`config.mk`:
```
export PLATFORM = sky130hd
export DESIGN_NAME = multi_phase_signal_controller_flat
export DESIGN_NICKNAME = d
export VERILOG_FILES = /design/src/rtl/multi_phase_signal_controller_if.sv /design/src/rtl/multi_phase_signal_controller.sv /design/src/flat_wrapper.sv
export SDC_FILE = /design/constraint.sdc
export NUM_CORES = 1
export LEC_CHECK = 0
export CORE_UTILIZATION = 35
export DETAILED_ROUTE_END_ITERATION = 16
export HOLD_SLACK_MARGIN = 0.1
export PLACE_DENSITY = 0.54
export SLEW_MARGIN = 40
export SYNTH_ARGS = -nofsm -noshare
export SYNTH_HDL_FRONTEND = slang
export SYNTH_SLANG_ARGS = --single-unit
export TNS_END_PERCENT = 5
```
`constraint.sdc`:
```
create_clock -name clk -period 5.5 [get_ports clk]
set_input_delay 1.1 -clock clk [delete_from_list [all_inputs] [get_ports clk]]
set_output_delay 1.1 -clock clk [all_outputs]
set_load 0.01 [all_outputs]
```
`src/rtl/multi_phase_signal_controller_if.sv`:
```
// Bus between the sensor/preempt front end (master) and the signal controller (slave).
// The front end drives demand and preempt requests; the controller returns lamp states.
interface multi_phase_signal_controller_if #(
    parameter int NUM_PHASES = 3
);
    localparam int PW = (NUM_PHASES > 2) ? $clog2(NUM_PHASES) : 1;

    logic [NUM_PHASES-1:0] phase_req;
    logic                  preempt;
    logic [PW-1:0]         preempt_phase;
    logic [NUM_PHASES-1:0] green;
    logic [NUM_PHASES-1:0] yellow;
    logic [NUM_PHASES-1:0] red;
    logic [PW-1:0]         cur_phase;
    logic                  preempt_active;

    modport master (
        output phase_req, preempt, preempt_phase,
        input  green, yellow, red, cur_phase, preempt_active
    );

    modport slave (
        input  phase_req, preempt, preempt_phase,
        output green, yellow, red, cur_phase, preempt_active
    );
endinterface

```
`src/rtl/multi_phase_signal_controller.sv`:
```
// N-phase intersection signal controller.
// Cycles GREEN -> YELLOW -> ALL-RED, picks the next phase round-robin on demand,
// optionally rests in green, and serves emergency preemption.
module multi_phase_signal_controller #(
    parameter int NUM_PHASES    = 3,
    parameter int CNT_W         = 32,
    parameter int T_GREEN       = 5_000_000,
    parameter int T_YELLOW      = 2_000_000,
    parameter int T_ALLRED      = 500_000,
    parameter int REST_IN_GREEN = 0
) (
    input  logic                                  clk,
    input  logic                                  rst,
    multi_phase_signal_controller_if.slave        bus
);
    localparam int PW  = (NUM_PHASES > 2) ? $clog2(NUM_PHASES) : 1;
    localparam int PW1 = PW + 1;

    localparam logic [1:0] ST_ALLRED = 2'd0;
    localparam logic [1:0] ST_GREEN  = 2'd1;
    localparam logic [1:0] ST_YELLOW = 2'd2;

    localparam logic [CNT_W-1:0] GREEN_LAST  = CNT_W'(T_GREEN - 1);
    localparam logic [CNT_W-1:0] YELLOW_LAST = CNT_W'(T_YELLOW - 1);
    localparam logic [CNT_W-1:0] ALLRED_LAST = CNT_W'(T_ALLRED - 1);
    localparam logic [CNT_W-1:0] CNT_ONE     = CNT_W'(32'd1);
    localparam logic [PW:0]      PHASES_EXT  = PW1'(NUM_PHASES);
    localparam bit               REST_EN     = (REST_IN_GREEN != 32'sd0);

    logic [1:0]            state_r;
    logic [CNT_W-1:0]      cnt_r;
    logic [PW-1:0]         cur_phase_r;
    logic [PW-1:0]         nxt_phase_r;
    logic                  preempt_active_r;

    logic                  preempt_valid_s;
    logic                  preempt_hold_s;
    logic [NUM_PHASES-1:0] cur_mask_s;
    logic                  other_req_s;
    logic                  green_done_s;

    // First requesting phase after cur (wrapping); falls back to cur+1 when nobody asks.
    function automatic logic [PW-1:0] rr_next(input logic [PW-1:0] cur,
                                              input logic [NUM_PHASES-1:0] req);
        logic [PW-1:0] pick;
        logic [PW-1:0] idx;
        logic          found;
        pick  = PW'((int'(cur) + 1) % NUM_PHASES);
        found = 1'b0;
        for (int k = 1; k < NUM_PHASES; k++) begin
            idx = PW'((int'(cur) + k) % NUM_PHASES);
            if (!found && req[idx]) begin
                pick  = idx;
                found = 1'b1;
            end
        end
        return pick;
    endfunction

    // Preempt qualification, competing demand and green-dwell completion.
    always_comb begin
        preempt_valid_s = bus.preempt && ({1'b0, bus.preempt_phase} < PHASES_EXT);
        preempt_hold_s  = preempt_valid_s && (bus.preempt_phase == cur_phase_r);
        cur_mask_s      = NUM_PHASES'(1'b1) << cur_phase_r;
        other_req_s     = |(bus.phase_req & ~cur_mask_s);
        green_done_s    = (cnt_r >= GREEN_LAST);
    end

    // Phase sequencer: state, dwell counter, served and next phase.
    always_ff @(posedge clk) begin
        if (rst) begin
            state_r     <= ST_ALLRED;
            cnt_r       <= '0;
            cur_phase_r <= '0;
            nxt_phase_r <= '0;
        end else begin
            case (state_r)
                ST_GREEN: begin
                    if (preempt_hold_s) begin
                        cnt_r <= '0;
                    end else if (preempt_valid_s ||
                                 (green_done_s && (!REST_EN || other_req_s))) begin
                        state_r     <= ST_YELLOW;
                        cnt_r       <= '0;
                        nxt_phase_r <= rr_next(cur_phase_r, bus.phase_req);
                    end else if (green_done_s) begin
                        cnt_r <= GREEN_LAST;
                    end else begin
                        cnt_r <= cnt_r + CNT_ONE;
                    end
                end
                ST_YELLOW: begin
                    if (cnt_r == YELLOW_LAST) begin
                        state_r <= ST_ALLRED;
                        cnt_r   <= '0;
                    end else begin
                        cnt_r <= cnt_r + CNT_ONE;
                    end
                end
                ST_ALLRED: begin
                    if (cnt_r == ALLRED_LAST) begin
                        state_r     <= ST_GREEN;
                        cnt_r       <= '0;
                        cur_phase_r <= preempt_valid_s ? bus.preempt_phase : nxt_phase_r;
                    end else begin
                        cnt_r <= cnt_r + CNT_ONE;
                    end
                end
                default: begin
                    state_r <= ST_ALLRED;
                    cnt_r   <= '0;
                end
            endcase
        end
    end

    // Preempt flag: raised on any valid request, dropped once a green sees it released.
    always_ff @(posedge clk) begin
        if (rst) begin
            preempt_active_r <= 1'b0;
        end else if (preempt_valid_s) begin
            preempt_active_r <= 1'b1;
        end else if (state_r == ST_GREEN) begin
            preempt_active_r <= 1'b0;
        end else begin
            preempt_active_r <= preempt_active_r;
        end
    end

    // Lamp decode straight from registered state so lamps switch with the state.
    always_comb begin
        bus.green  = '0;
        bus.yellow = '0;
        bus.red    = '1;
        case (state_r)
            ST_GREEN: begin
                bus.green[cur_phase_r] = 1'b1;
                bus.red[cur_phase_r]   = 1'b0;
            end
            ST_YELLOW: begin
                bus.yellow[cur_phase_r] = 1'b1;
                bus.red[cur_phase_r]    = 1'b0;
            end
            default: begin
                bus.red = '1;
            end
        endcase
    end

    assign bus.cur_phase      = cur_phase_r;
    assign bus.preempt_active = preempt_active_r;

endmodule

```
`src/flat_wrapper.sv`:
```
// flat-port wrapper written by rule: the top's interface ports become plain ports
module multi_phase_signal_controller_flat 
#(
    parameter int NUM_PHASES    = 3,
    parameter int CNT_W         = 32,
    parameter int T_GREEN       = 5_000_000,
    parameter int T_YELLOW      = 2_000_000,
    parameter int T_ALLRED      = 500_000,
    parameter int REST_IN_GREEN = 0
)
  (clk, rst, bus_phase_req, bus_preempt, bus_preempt_phase, bus_green, bus_yellow, bus_red, bus_cur_phase, bus_preempt_active);
  multi_phase_signal_controller_if #(.NUM_PHASES(NUM_PHASES)) bus_i ();
  input  logic clk;
  input  logic rst;
  input wire logic [$bits(bus_i.phase_req)-1:0] bus_phase_req;
  input wire logic [$bits(bus_i.preempt)-1:0] bus_preempt;
  input wire logic [$bits(bus_i.preempt_phase)-1:0] bus_preempt_phase;
  output wire logic [$bits(bus_i.green)-1:0] bus_green;
  output wire logic [$bits(bus_i.yellow)-1:0] bus_yellow;
  output wire logic [$bits(bus_i.red)-1:0] bus_red;
  output wire logic [$bits(bus_i.cur_phase)-1:0] bus_cur_phase;
  output wire logic [$bits(bus_i.preempt_active)-1:0] bus_preempt_active;
  assign bus_i.phase_req = bus_phase_req;
  assign bus_i.preempt = bus_preempt;
  assign bus_i.preempt_phase = bus_preempt_phase;
  assign bus_green = bus_i.green;
  assign bus_yellow = bus_i.yellow;
  assign bus_red = bus_i.red;
  assign bus_cur_phase = bus_i.cur_phase;
  assign bus_preempt_active = bus_i.preempt_active;
  multi_phase_signal_controller #(.NUM_PHASES(NUM_PHASES), .CNT_W(CNT_W), .T_GREEN(T_GREEN), .T_YELLOW(T_YELLOW), .T_ALLRED(T_ALLRED), .REST_IN_GREEN(REST_IN_GREEN)) u_core (.clk(clk), .rst(rst), .bus(bus_i));
endmodule
```
### Word-level counts from Yosys, hierarchy flattened

Cells that the tools add are included.

* register bits after elaboration: 39
* input port bits: 8

* $add $sub $neg: 3
* equality and inequality tests: 9
* reduce and logical (&&, ||, !) cells: 12
* div/mod/pow operators: 2
* bitwise operators: 2
* order comparisons: 6
* muxes and demuxes: 29

Operators by type and width (count)
* $mux 32: 5
* $pmux 32 s3: 1
* $mod 32x3->32 const B: 2
* $add 32x1->32 const B: 1
* $eq 32x19->1 const B: 1
* $eq 32x21->1 const B: 1
* $ge 32x23->1 const B: 1
* $mux 2: 6
* $mux 1: 10
* $lt 2x3->1 const B: 3
* $mux 3: 3
* $ne 2x1->1 const B: 3
* $pmux 2 s3: 1
* $bmux 1 s2: 2
* $logic_and 1x1->1: 4
* $reduce_and 4->1: 1
* $add 2x1->3 const B: 1
* $add 2x2->3 const B: 1
* $not 3->3: 1
* $reduce_and 3->1: 1
* $demux 1 s2: 1
* $eq 2x1->1 const B: 1
* $eq 2x2->1: 1
* $eq 2x2->1 const B: 1
* 10 further kinds: 10

### Longest topological paths before layout

* word-level depth: 12
* gate-level depth with buffers: 8
* depth with buffers taken out: 7

### Worst setup path before layout

Ideal clock, no wire load.

* kind: input -> register
* start point: input bus_preempt
* end point: register u_core.cnt_r[9]
* arrival: 2.209 ns
* path slack: 3.227 ns
* stages: 6
* required time: 5.437 ns
* cells stage by stage: a21boi_0 -> a211o_1 -> nor4_2 -> o21ai_4 -> buf_6 -> nor2_2

* word-level cells in the longest chain between the ends: 5

Ends and longest elaborated chain
* start, declared: line flat_wrapper.sv:16 `input wire logic [$bits(bus_i.preempt)-1:0] bus_preempt;`
* $logic_and 1x1->1 (*): line multi_phase_signal_controller.sv:62 `preempt_valid_s = bus.preempt && ({1'b0, bus.preempt_phase} < PHASES_EXT);`
* $logic_or 1x1->1: line multi_phase_signal_controller.sv:81 `end else if (preempt_valid_s ||`
* $mux 32: line multi_phase_signal_controller.sv:81
* $mux 32 (*): line multi_phase_signal_controller.sv:79 `if (preempt_hold_s) begin`
* $pmux 32 s3 (*): line multi_phase_signal_controller.sv:77 `case (state_r)`
* end signal, assigned: line multi_phase_signal_controller.sv:89 `cnt_r <= cnt_r + CNT_ONE;`
* end signal, assigned: line multi_phase_signal_controller.sv:97 `cnt_r <= cnt_r + CNT_ONE;`
* end signal, assigned: line multi_phase_signal_controller.sv:106 `cnt_r <= cnt_r + CNT_ONE;`
* end, declared: line multi_phase_signal_controller.sv:31 `logic [CNT_W-1:0] cnt_r;`

Every way passes the cells marked *; elsewhere a longest branch is shown, timed or not.
A chain may end at the register's enable or synchronous reset.

### Final worst setup path

* start point: register u_core.cur_phase_r[0], in the netlist u_core.bus.cur_phase[0]
* end point: output bus_green[1]

* word-level cells in the longest chain between the ends: 5

Ends and longest elaborated chain
* start, declared: line multi_phase_signal_controller.sv:32 `logic [PW-1:0] cur_phase_r;`
* start signal, assigned: line multi_phase_signal_controller.sv:104 `cur_phase_r <= preempt_valid_s ? bus.preempt_phase : nxt_phase_r;`
* $lt 2x3->1 (implied by the code) / $ge 2x1->1 (equally long branches): line multi_phase_signal_controller.sv:137 `bus.green[cur_phase_r] = 1'b1;`
* $logic_and 1x1->1 (implied by the code): line multi_phase_signal_controller.sv:137
* $mux 1 (implied by the code): line multi_phase_signal_controller.sv:137
* $demux 1 s2 (*)
* $mux 3 (*): line multi_phase_signal_controller.sv:135 `case (state_r)`
* end, declared: line flat_wrapper.sv:18 `output wire logic [$bits(bus_i.green)-1:0] bus_green;`

Marks and branches as above.

==> reports/metrics.csv <==
metric,value,unit
postCtsSetupBuffers,0,
cts_made_buffers,5,
cts.repair.resized,0,
coreArea,0.006314,sq mm
crit_buf_inv,2,
path_clk_slew,0.07,ns
synthMuxAreaShare,0.9320,%
drt-initial-drc-count,77,
worstPathRequired,4.40,ns
fin_total_pwr,0.0005584,W
place_hpwl,3.411,mm
synth_cells,266,
synth_compound_area_share,7.730,%
max-cap-violations,0,
synth_area,0.002282,sq mm
worst_pin_slew,0.6922,ns
clock_latency,0.28,ns
die_h,82.75,um
crit_fanout,6,
cp_cell_sequence,"ha_1, inv_1, nor2_1, clkdlybuf4s50_1",
power_density,215.9,mW/mm^2
track_usage,14.97,%
ant_nets,0,
crit_family,buffers and inverters,
layout_min_cycle_time,2.882,ns
dpl_cell_area,0.002505,sq mm
finalClockSkew,0.001983,ns
grt_max_degree,32,
ys_warn_count,0,
synth.top_cells.by_count,"39 x dfxtp_1, 30 x nor2_2, 23 x nand2_1",
synthArstFlopShare,0,%
boundaryPins,20,
antenna_found_initial,0,
critPathMaxStageDelay,0.54,ns
synth_fa_ha_area_share,4.934,%
hold_path.class,reg -> reg,
crit_path_start_kind,flip-flop,
cts_tree,built,
tns,0,ns
grt.busiest_layer,met2,
cpMaxStageDelayCell,clkdlybuf4s50_1,
fill_cells,661,
cts_hold_buf,0,
gp_congestion,0.7346,
dieArea,0.006848,sq mm
internal_power,0.0004121,W
cts.sinks,39,
combPwrFrac,14.0,%
synth_seq_area_share,34.21,%
fp.dieW,82.75,um
finalSetupViolations,0,
max_freq,0.3470,GHz
synth_top_family_by_area,simple AND/OR/NAND/NOR gates,
portBuffers,19,
viasPerCell,5.072,
synth_most_common_cell,dfxtp_1,
grt_util_met1,19.68,%
grt_setup_unrepaired,no,
finalHoldViolCount,0,
finalInstanceArea,0.002586,sq mm
multiInputGateArea,0.001389,sq mm
synth.net_count,283,
fin_nets,301,
worstSetupPathType,reg -> out,
status,"complete, no violations",
grt_pass1_wl,7.755,mm
met3_usage,3.407,%
p_switching,0.0001463,W
synth_ff_type,dfxtp_1,
synth_top_area_share,34.21,%
drc,0,
rows,29,
postRouteWirelength,4.707,mm
initial_utilization,36.15,%
root_buffer,clkbuf_8,
synth_cell_types,45,
cp.arrival,1.78,ns
firstDrtPassIters,4,
synthSimpleGateAreaFrac,35.36,%
htree_num_levels,2,
whs,0.4576,ns
synth_area_leader_cell,dfxtp_1,
slew_headroom,53.43,%
via_count,1836,
synth_edf_count,0,
wl_per_cell,13.00,um
syn_avg_cell_area,8.580,sq um
synth_area_leaders,"dfxtp_1 34%, nor2_2 8.2%, xor2_1 6.9%, xnor2_1 5.0%, ha_1 4.9%",
cts_buffer_depth,2,
antenna_cells,0,
seqCellArea,780.7,sq um
p_sw_share,26.20,%
synthXorXnorAreaFrac,11.90,%
use_met2,23.69,%
p_leak,0.8354,nW
power_frac_seq,53.1,%
grt_pass1_vias,1688,
cp-end-kind,output pin,
grt_overflow,0,
finalCritPeriodShare,52.40,%
drive_gt1_share,15.44,%
ys_ff_latch,39,
clock_power_share,32.9,%
maxSlewViolCount,0,
syn_to_final_growth,13.32,%
ir_drop,132.1,uV
[registers in the layout, indices dropped and copies added (netlist names)]
register and count:
u_core.cnt_r 32, u_core.bus.cur_phase 2, u_core.nxt_phase_r 2, u_core.state_r 2, u_core.bus.preempt_active 1
[layout make-up]
type,count,share of cell area (%)
Inverter,11,1.597
Timing Repair Buffer,20,7.644
Sequential cell,39,30.19
Clock buffer,7,2.951
Clock inverter,1,0.1935
Multi-Input combinational cell,207,53.70
Tap cell,77,3.725
[cell usage in the layout, fill, tap and decap left out, types with 7 or more instances in the layout]
master,synthesis,final
a21oi_1,7,7
and2_1,7,7
clkdlybuf4s50_1,0,19
dfxtp_1,39,39
ha_1,9,9
inv_1,11,11
nand2_1,23,23
nand3_1,11,11
nand4_1,12,12
nor2_1,21,21
nor2_2,30,30
nor3_1,7,7
xnor2_1,13,13
xor2_1,18,18
[through the flow]
step	worst slack, ns	utilization, %	cells
2_1_floorplan	3.227	-	266
3_3_place_gp	2.440	39.68	354
3_5_place_dp	2.355	39.68	354
4_1_cts	2.604	40.96	362
5_1_grt	2.465	40.96	362
6_report	2.618	40.96	362
[metal layers]
metal / vias up / wire, um / part of all wire (%)
met2: 37 / 2048 / 44
met3: 6 / 190 / 4.0
li1: 954 / - / -
met5: - / 0 / 0
met4: 0 / 74 / 1.6
met1: 839 / 2393 / 51
[path summary, 6_finish.rpt]
| check | from | end | slack, ns | depth (start not counted) |
|---|---|---|---|---|
| setup / recovery | u_core.bus.cur_phase[0] | bus_green[1] | 2.62 | 4 |
| hold / removal | u_core.cnt_r[0] | u_core.cnt_r[0] | 0.46 | 1 |
| setup reg to reg | u_core.cnt_r[0] | u_core.cnt_r[8] | 2.81 | 8 |
| hold reg to reg | u_core.cnt_r[0] | u_core.cnt_r[0] | 0.46 | 1 |
[kinds of logic after synthesis]
logic type	Yosys count
AND/OR/NAND/NOR	141
flip-flops	39
XOR/XNOR	31
AO/OA/AOI/OAI	24
buffers and inverters	20
adder cells (fa/ha/maj)	9
multiplexers	2
[power by group through the flow]
stage | sequential [W] | combinational, W | clock (W)
final | 0.000296 | 0.0000783 | 0.000184
after global placement | 0.000303 | 0.0000791 | 0
after detailed placement | 0.000303 | 0.0000788 | 0
after floorplan | 0.000302 | 0.0000602 | 0
after CTS | 0.000296 | 0.0000800 | 0.000194
after global routing | 0.000298 | 0.0000872 | 0.000204
Note: power is estimated with default switching activity, not from simulation.
